<file path="config.mk">
export PLATFORM = sky130hd
export DESIGN_NAME = score_keeper
export DESIGN_NICKNAME = d
export VERILOG_FILES = /design/src/rtl/score_pkg.sv /design/src/rtl/score_keeper_event_pending.sv /design/src/rtl/score_keeper.sv
export SDC_FILE = /design/constraint.sdc
export NUM_CORES = 1
export LEC_CHECK = 0
export BUFFER_PORTS_ARGS = -buffer_cell sky130_fd_sc_hd__buf_2
export CORE_MARGIN = 1.5
export CORE_UTILIZATION = 60
export CTS_CLUSTER_SIZE = 25
export DETAILED_ROUTE_END_ITERATION = 6
export PLACE_DENSITY = 0.83
export SYNTH_ARGS = -nofsm -noshare
export SYNTH_HDL_FRONTEND = slang
export SYNTH_SLANG_ARGS = --single-unit
export TNS_END_PERCENT = 10
</file>
<file path="constraint.sdc">
create_clock -name clk -period 9.4 [get_ports clk]
set_input_delay 0.94 -clock clk [delete_from_list [all_inputs] [get_ports clk]]
set_output_delay 0.94 -clock clk [all_outputs]
set_load 0.02 [all_outputs]
</file>
<file path="src/rtl/score_pkg.sv">
// Purpose : shared types and constants for the score keeper.
// Latency : n/a (declarations only).
// Backpressure: n/a.
package score_pkg;

    // Listed in service priority order, highest first.
    typedef enum logic [1:0] {
        EV_GHOST,
        EV_POWER,
        EV_PELLET,
        EV_FRUIT
    } event_t;

    typedef enum logic {
        IDLE,
        CLEAR
    } state_t;

    localparam int SCORE_W = 16;
    localparam int SUM_W   = SCORE_W + 1;
    localparam int FRUIT_W = 12;

    // Ghost combo index 0..3 selects 200/400/800/1600.
    localparam int                 COMBO_W   = 2;
    localparam logic [COMBO_W-1:0] COMBO_MAX = 2'd3;

    localparam int unsigned DEF_SCORE_MAX       = 9999;
    localparam int unsigned DEF_PELLET_PTS      = 10;
    localparam int unsigned DEF_POWER_PTS       = 50;
    localparam int unsigned DEF_GHOST_BASE      = 200;
    localparam int unsigned DEF_EXTRA_LIFE_AT   = 5000;
    localparam int unsigned DEF_HIGH_SCORE_INIT = 0;

    // Add and clamp to the display ceiling; the sum is formed one bit wider
    // so the compare never sees a wrapped value.
    function automatic logic [SCORE_W-1:0] sat_add(
        input logic [SCORE_W-1:0] a,
        input logic [SCORE_W-1:0] b,
        input logic [SUM_W-1:0]   limit
    );
        logic [SUM_W-1:0] sum;
        sum = {1'b0, a} + {1'b0, b};
        if (sum > limit) begin
            return limit[SCORE_W-1:0];
        end
        return sum[SCORE_W-1:0];
    endfunction

endpackage

</file>
<file path="src/rtl/score_keeper_event_pending.sv">
// Purpose : per-source 2-bit pending-event counter with overflow detect.
// Latency : count updates on the edge that samples inc/dec; pending is registered.
// Backpressure: none upstream; a pulse that finds the counter full is dropped and flagged on ovf.
//
// Ports: clk, rst (sync, active-high), clr (sync clear), inc (new event pulse),
//        dec (event serviced this cycle, only while pending), pending (count != 0),
//        ovf (combinational, high in the cycle a pulse is dropped).
module event_pending #(
    parameter logic [1:0] CNT_MAX        = 2'd3,
    // When set, a pulse is refused whenever the counter is full, even if the
    // same cycle services an entry (used by the fruit source, whose value
    // register is only one deep).
    parameter bit         DROP_WHEN_BUSY = 1'b0
) (
    input  logic clk,
    input  logic rst,
    input  logic clr,
    input  logic inc,
    input  logic dec,
    output logic pending,
    output logic ovf
);

    logic [1:0] cnt;
    logic       full;
    logic       accept;

    assign full    = (cnt == CNT_MAX);
    // A service in the same cycle frees a slot, so a full counter can still
    // take the pulse unless this source refuses pulses while busy.
    assign accept  = inc && (!full || (dec && !DROP_WHEN_BUSY));
    assign ovf     = inc && !accept;
    assign pending = (cnt != 2'd0);

    always_ff @(posedge clk) begin
        if (rst || clr) begin
            cnt <= 2'd0;
        end else begin
            case ({accept, dec})
                2'b10:   cnt <= cnt + 2'd1;
                2'b01:   cnt <= cnt - 2'd1;
                default: cnt <= cnt;
            endcase
        end
    end

endmodule

</file>
<file path="src/rtl/score_keeper.sv">
// Purpose : accumulates game events into a saturating score, tracks high score and extra life.
// Latency : event pulse at edge N is pending after N; score moves at N+1 when uncontended; high_score one edge later.
// Backpressure: none; up to 3 queued events per source (1 for fruit), extra pulses dropped and flagged on sticky overflow.
//
// Ports:
//   clk, rst            clock and synchronous active-high reset
//   game_start          pulse; enters CLEAR and wipes per-game state
//   pellet_eaten, power_eaten, ghost_eaten, fruit_eaten
//                       single-cycle event pulses
//   fruit_value[11:0]   points for the fruit, sampled with fruit_eaten
//   score[15:0]         current score, never above SCORE_MAX
//   high_score[15:0]    best score since reset
//   extra_life          one-cycle pulse when the score first reaches EXTRA_LIFE_AT in a game
//   overflow            sticky; some event pulse was dropped
module score_keeper
    import score_pkg::*;
#(
    parameter int unsigned SCORE_MAX       = DEF_SCORE_MAX,
    parameter int unsigned PELLET_PTS      = DEF_PELLET_PTS,
    parameter int unsigned POWER_PTS       = DEF_POWER_PTS,
    parameter int unsigned GHOST_BASE      = DEF_GHOST_BASE,
    parameter int unsigned EXTRA_LIFE_AT   = DEF_EXTRA_LIFE_AT,
    parameter int unsigned HIGH_SCORE_INIT = DEF_HIGH_SCORE_INIT
) (
    input  logic               clk,
    input  logic               rst,
    input  logic               game_start,
    input  logic               pellet_eaten,
    input  logic               power_eaten,
    input  logic               ghost_eaten,
    input  logic               fruit_eaten,
    input  logic [FRUIT_W-1:0] fruit_value,
    output logic [SCORE_W-1:0] score,
    output logic [SCORE_W-1:0] high_score,
    output logic               extra_life,
    output logic               overflow
);

    localparam logic [SUM_W-1:0]   SUM_LIMIT  = SUM_W'(SCORE_MAX);
    localparam logic [SCORE_W-1:0] PELLET_V   = SCORE_W'(PELLET_PTS);
    localparam logic [SCORE_W-1:0] POWER_V    = SCORE_W'(POWER_PTS);
    localparam logic [SCORE_W-1:0] GHOST_V    = SCORE_W'(GHOST_BASE);
    localparam logic [SCORE_W-1:0] LIFE_V     = SCORE_W'(EXTRA_LIFE_AT);
    localparam logic [SCORE_W-1:0] HIGH_INIT  = SCORE_W'(HIGH_SCORE_INIT);

    state_t             state;
    state_t             state_nxt;
    logic               clr;
    logic               sel_vld;
    event_t             sel;

    logic               ghost_pend;
    logic               power_pend;
    logic               pellet_pend;
    logic               fruit_pend;
    logic [3:0]         ovf_vec;

    logic [COMBO_W-1:0] combo;
    logic [FRUIT_W-1:0] fruit_val;
    logic [SCORE_W-1:0] pts;
    logic [SCORE_W-1:0] score_nxt;
    logic               life_given;
    logic               crosses_life;

    // ------------------------------------------------------------------
    // Pending counters, one per source. Pulses are ignored while the
    // per-game state is being wiped (game_start cycle and CLEAR cycle).
    // ------------------------------------------------------------------
    event_pending #(.CNT_MAX(2'd3), .DROP_WHEN_BUSY(1'b0)) u_ghost (
        .clk     (clk),
        .rst     (rst),
        .clr     (clr),
        .inc     (ghost_eaten && !clr),
        .dec     (sel_vld && (sel == EV_GHOST)),
        .pending (ghost_pend),
        .ovf     (ovf_vec[0])
    );

    event_pending #(.CNT_MAX(2'd3), .DROP_WHEN_BUSY(1'b0)) u_power (
        .clk     (clk),
        .rst     (rst),
        .clr     (clr),
        .inc     (power_eaten && !clr),
        .dec     (sel_vld && (sel == EV_POWER)),
        .pending (power_pend),
        .ovf     (ovf_vec[1])
    );

    event_pending #(.CNT_MAX(2'd3), .DROP_WHEN_BUSY(1'b0)) u_pellet (
        .clk     (clk),
        .rst     (rst),
        .clr     (clr),
        .inc     (pellet_eaten && !clr),
        .dec     (sel_vld && (sel == EV_PELLET)),
        .pending (pellet_pend),
        .ovf     (ovf_vec[2])
    );

    // Fruit has a single value register, so only one fruit may be in flight.
    event_pending #(.CNT_MAX(2'd1), .DROP_WHEN_BUSY(1'b1)) u_fruit (
        .clk     (clk),
        .rst     (rst),
        .clr     (clr),
        .inc     (fruit_eaten && !clr),
        .dec     (sel_vld && (sel == EV_FRUIT)),
        .pending (fruit_pend),
        .ovf     (ovf_vec[3])
    );

    // ------------------------------------------------------------------
    // Control FSM: state register.
    // ------------------------------------------------------------------
    always_ff @(posedge clk) begin
        if (rst) begin
            state <= IDLE;
        end else begin
            state <= state_nxt;
        end
    end

    // Control FSM: next state, clear strobe and priority service select.
    // The game_start cycle already counts as clearing so no event from it
    // (or any still-queued event) leaks into the new game.
    always_comb begin
        state_nxt = state;
        clr       = 1'b0;
        sel_vld   = 1'b0;
        sel       = EV_GHOST;
        case (state)
            IDLE: begin
                if (game_start) begin
                    state_nxt = CLEAR;
                    clr       = 1'b1;
                end else if (ghost_pend) begin
                    sel_vld = 1'b1;
                    sel     = EV_GHOST;
                end else if (power_pend) begin
                    sel_vld = 1'b1;
                    sel     = EV_POWER;
                end else if (pellet_pend) begin
                    sel_vld = 1'b1;
                    sel     = EV_PELLET;
                end else if (fruit_pend) begin
                    sel_vld = 1'b1;
                    sel     = EV_FRUIT;
                end
            end
            CLEAR: begin
                clr       = 1'b1;
                state_nxt = game_start ? CLEAR : IDLE;
            end
            default: begin
                state_nxt = IDLE;
            end
        endcase
    end

    // ------------------------------------------------------------------
    // Points for the selected event and the clamped next score.
    // ------------------------------------------------------------------
    always_comb begin
        pts = '0;
        case (sel)
            EV_GHOST:  pts = GHOST_V << combo;
            EV_POWER:  pts = POWER_V;
            EV_PELLET: pts = PELLET_V;
            EV_FRUIT:  pts = {{(SCORE_W-FRUIT_W){1'b0}}, fruit_val};
            default:   pts = '0;
        endcase
        score_nxt    = sat_add(score, pts, SUM_LIMIT);
        crosses_life = !life_given && (score < LIFE_V) && (score_nxt >= LIFE_V);
    end

    // ------------------------------------------------------------------
    // Per-game state: score, combo, extra life, overflow, fruit value.
    // ------------------------------------------------------------------
    always_ff @(posedge clk) begin
        if (rst) begin
            score      <= '0;
            combo      <= '0;
            life_given <= 1'b0;
            extra_life <= 1'b0;
            overflow   <= 1'b0;
            fruit_val  <= '0;
        end else if (clr) begin
            score      <= '0;
            combo      <= '0;
            life_given <= 1'b0;
            extra_life <= 1'b0;
            overflow   <= 1'b0;
        end else begin
            extra_life <= 1'b0;
            if (|ovf_vec) begin
                overflow <= 1'b1;
            end
            // Same acceptance rule as the fruit counter: only while empty.
            if (fruit_eaten && !fruit_pend) begin
                fruit_val <= fruit_value;
            end
            if (sel_vld) begin
                score <= score_nxt;
                if (sel == EV_GHOST && combo != COMBO_MAX) begin
                    combo <= combo + 1'b1;
                end
                if (sel == EV_POWER) begin
                    combo <= '0;
                end
                if (crosses_life) begin
                    extra_life <= 1'b1;
                    life_given <= 1'b1;
                end
            end
        end
    end

    // High score follows the registered score, so it trails by one cycle and
    // survives game_start.
    always_ff @(posedge clk) begin
        if (rst) begin
            high_score <= HIGH_INIT;
        end else if (score > high_score) begin
            high_score <= score;
        end
    end

endmodule
</file>
* Word level (Yosys, flattened, before mapping)
Cells that the tools add are included.
** Word-level totals
- Register bits after elaboration :: 58
- Bits of input ports :: 19
** Cells by class
- Add/sub/neg operators :: 10
- Magnitude comparators :: 4
- Equal/unequal tests :: 16
- Shifts and indexed selects :: 1
- Muxes and demuxes :: 25
- Bitwise gates (word level) :: 3
- Reduce and logical (&&, ||, !) cells :: 51
** Operators with widths (count)
- $pmux 16 s4 :: 1
- $mux 16 :: 2
- $logic_and 1x1->1 :: 20
- $eq 2x2->1 const B :: 9
- $reduce_bool 2->1 :: 9
- $add 16x16->17 :: 1
- $gt 17x14->1 const B :: 1
- $ge 16x13->1 const B :: 1
- $gt 16x16->1 :: 1
- $lt 16x13->1 const B :: 1
- $mux 2 :: 8
- $pmux 2 s2 :: 4
- $shl 8x2->16 const A :: 1
- $eq 2x1->1 const B :: 6
- $logic_not 1->1 :: 11
- $add 2x1->2 const B :: 5
- $mux 1 :: 9
- $sub 2x1->2 const B :: 4
- $reduce_and 2->1 :: 3
- $logic_or 1x1->1 :: 4
- $reduce_or 4->1 :: 1
- $not 1->1 :: 3
- $reduce_or 3->1 :: 1
- $logic_not 2->1 :: 1
- 3 further kinds :: 3

* Depth between registers and ports, before layout
- Depth after elaboration :: 16
- Gate-level depth with buffers :: 18
- Gate-level depth less buffers :: 16

* Modules after synthesis
From an unflattened synthesis, not the netlist that was laid out.
** Second synthesis, totals
- Cells, all modules :: 483
- Area total of the unflattened synthesis :: 3983.8 sq um
** Modules (own cells, without submodules)
- score_keeper :: times used 1, cells an instance 425, area each 3482.1 sq um, seq. area each 1001.0 sq um
- event_pending at u_ghost ... :: times used 3, cells an instance 14, area each 117.6 sq um, seq. area each 40.0 sq um
- event_pending at u_fruit :: times used 1, cells an instance 16, area each 148.9 sq um, seq. area each 40.0 sq um

* Worst setup path after synthesis
OpenSTA, ideal clock, no wires.
- Path kind :: input to register
- Start point :: input port game_start
- End point :: register score[5]
- Setup time :: 0.117 ns
- Arrival time :: 4.195 ns
- Required time :: 9.283 ns
- Path slack :: 5.087 ns
- Cell stages on the path :: 16
- Path through :: nor2_1 nand2_1 nor3_1 nand2_1 a21oi_1 nor2_1 ha_1 and2_4 a221o_1 o21a_1 o311ai_4 nor3_1 o311ai_2 a21oi_2 buf_6 a32o_1
** Between the ends
- Longest elaborated chain between the ends :: 8
** Ends and longest elaborated chain
- from (decl) :: line score_keeper.sv:27 : input logic game_start,
- $mux 2 :: line score_keeper.sv:131 : if (game_start) begin
- $mux 2 :: line score_keeper.sv:129 : case (state)
- $eq 2x2->1 (tied with other cells) :: line score_keeper.sv:163 : case (sel)
- $pmux 16 s4 :: line score_keeper.sv:163
- $add 16x16->17 :: line score_pkg.sv:42 : sum = {1'b0, a} + {1'b0, b};
- $gt 17x14->1 :: line score_pkg.sv:43 : if (sum > limit) begin
- $mux 1 :: line score_pkg.sv:43
- $mux 16 :: line score_pkg.sv:46 : return sum[SCORE_W-1:0];
- to (signal assigned) :: line score_keeper.sv:201 : score <= score_nxt;
- to (decl) :: line score_keeper.sv:33 : output logic [SCORE_W-1:0] score,
Several ways; a longest one is shown, not always the timed one.
A chain may end at the register's enable or synchronous reset.

* Worst setup path in the final report
- Start point :: input port game_start
- End point :: register score[6]
Same word-level chain as after synthesis.

==> results.toml <==
[power]
intPower_mw = 0.4159
p_sw_share_pct = 30.97
power.leakage_nw = 1.850
switchingPower_mw = 0.1866
totalPowerFinal_mw = 0.6025
peakVddDrop_uv = 121.4
seq_power_share_pct = 43.4
power.density_nw_per_um2 = 143.2
clockPowerShare_pct = 34.7
power.share.combinational_pct = 21.9

[outcome]
violations = "design-rule violations"
outcome = "complete, but fails checks"

[timing]
worst_hold_slack_ps = 457.9
fmax_mhz = 209.6
tightest_slew_ps = 1284
finClkSkew_ps = 9.642
min_period_ps = 4772
slew_headroom_pct = 13.71
finalSetupViolations = 0
finalHoldViolations = 0
setup_tns_ps = 0
rsz0062_at_grt = "false"
finalMaxSlewViolations = 0
post-route-period-util_pct = 50.76
fin_ws_ps = 4629

[placed_design]
gp_congestion = 0.8344
pre_cts_slack_ps = 4385
dpl_cell_area_um2 = 4036
hpwlAfterDp_um = 6598
dpl.cell_count = 572
io_buffer_count = 52

[floorplan]
fp.dieH_um = 82.15
ios = 53
die_w_um = 82.15
rows = 28
start_util_pct = 62.74
core_um2 = 5991
die_area_um2 = 6748

[clocking]
clock_sinks = 58
clk_latency_ps = 350
cts_root_buffer = "clkbuf_8"
post_cts_buffers = 0
clockBufferDepth = 2
cts_inserted_buffers = 9
clk_pin_slew_ps = 70
htree_levels = 3
cts_tree = "yes"
ctsHoldBuffers = 0
ctsResizeCount = 0

[finish]
layout.nets = 564
final_cells = 587
antenna_cells = 0
drive_gt1_share_pct = 15.04
layout_common_cells = "dfxtp_1 (58), buf_2 (52), nand2_1 (49)"
final_cell_area_um2 = 4208
final_core_util_pct = 70.24
final_common_cell = "dfxtp_1"
syn_to_final_growth_pct = 11.95

[yosys]
synth_area_um2 = 3759
synth_edf_count = 0
yosysTopAreaCell = "dfxtp_1"
yosysWarnings = 0
synth_cells = 461
synth-seq-cells = 58
synth_ff_type = "dfxtp_1"
yosys-top-cells-area = "dfxtp_1 (31%), ha_1 (12%), nand2b_1 (5.5%), nand2_1 (4.9%), a21oi_1 (4.5%)"
yosysTopAreaCellShare_pct = 30.89
async_flop_share_pct = 0
synthDistinctLibCells = 56
syn_avg_cell_area_um2 = 8.153
synth_seq_area_share_pct = 30.89
syn-num-nets = 517

[routing]
wirelength_um = 8815
wl_per_cell_um = 15.02
final_antenna_net_count = 0
drt_iter0_markers = 251
post_drt_via_cell_ratio = 5.898
firstDrtPassIters = 7
vias = 3462
drc = 3

[global_routing]
grt_pass1_wl_um = 14260
grt_pass1_vias = 3212
grt_usage_pct = 27.69
grt_antenna_before_repair = 0
grt_max_degree = 49
grt-ovfl-total = 0

[critical_path]
crit_path_end_kind = "flip-flop"
crit_fanout = 11
cp.required_ps = 9690
cp-start-kind = "input port"
critPathArrivalTime_ps = 5060
crit_type = "input port to flip-flop"

[flow_run]
maxCapViolations = 0

[min_path]
hold_class = "flip-flop to flip-flop"
[cells in the mapped netlist (all sizes together) (5+ instances only)]
cell type,instances
and2,5
xor2,6
inv,25
dfxtp,58
clkbuf,13
ha,36
mux2i,16
o21a,7
nand2,49
o21ai,24
and3,7
nand2b,33
nor3,12
a21oi,35
a21o,8
nor2b,5
a31oi,9
nor2,39
o211ai,6
nand3,12
xnor2,8
[flip-flops by register name, indices dropped and copies added (netlist names), 2 cells and up]
name / count
high_score: 16
score: 16
fruit_val: 12
combo: 2
u_fruit.cnt: 2
u_ghost.cnt: 2
u_pellet.cnt: 2
u_power.cnt: 2
[per-layer routing]
metal | up-vias | global-route usage, % | share of wire [%]
met4 | 0 | 10.85 | 2.6
met5 | - | 0 | 0
met3 | 22 | 6.154 | 5.4
met1 | 1585 | 32.00 | 44
li1 | 1723 | - | -
met2 | 132 | 49.43 | 48
[power by group through the flow]
stage                     registers (mW)  clock network, mW  logic (mW)
after detailed placement           0.267                  0       0.131
after floorplan                    0.269                  0      0.0969
after global placement             0.266                  0       0.128
after global routing               0.262              0.218       0.143
after CTS                          0.261              0.210       0.132
final                              0.261              0.209       0.132
[final timing paths]
check / startpoint / to / slack (ps) / cells after the start
worst max-delay path: game_start / score[6] / 4630 / 16
worst min-delay path: fruit_val[1] / fruit_val[1] / 460 / 2
worst max register to register: state / score[6] / 5020 / 15
worst min register to register: fruit_val[1] / fruit_val[1] / 460 / 2
[area by class of cell]
type                    instances  area, µm²
multi-input cells             361       2420
fillers                       485       1783
flip-flops and latches         58       1161
repair buffers                 53      267.8
clock buffers                  13      158.9
inverters                      25      93.84
well taps                      75      93.84
clock inverters                 2      12.51
[cell families after synthesis]
| family | Yosys count | synth area share, % |
|---|---|---|
| AOI/OAI and AO/OA | 113 | 20.51 |
| adders and majority gates | 37 | 12.52 |
| xor gates and xnor gates | 14 | 3.262 |
| DFF | 58 | 30.89 |
| buffers and inverters | 42 | 4.727 |
| and+or+nand+nor | 181 | 23.84 |
| muxes | 16 | 4.261 |
[critical path: stages]
cell and delay [ps]:
buf_2 130, nor2_1 380, nand2_1 190, nor3_1 460, nand2_1 230, a21oi_1 180
nor2_1 70, ha_1 360, and3_1 230, a221oi_2 350, o21a_2 230, o31a_2 220
xor2_1 220, o311ai_2 150, a21oi_2 450, a32o_1 250
(Power assumes the default switching activity.)
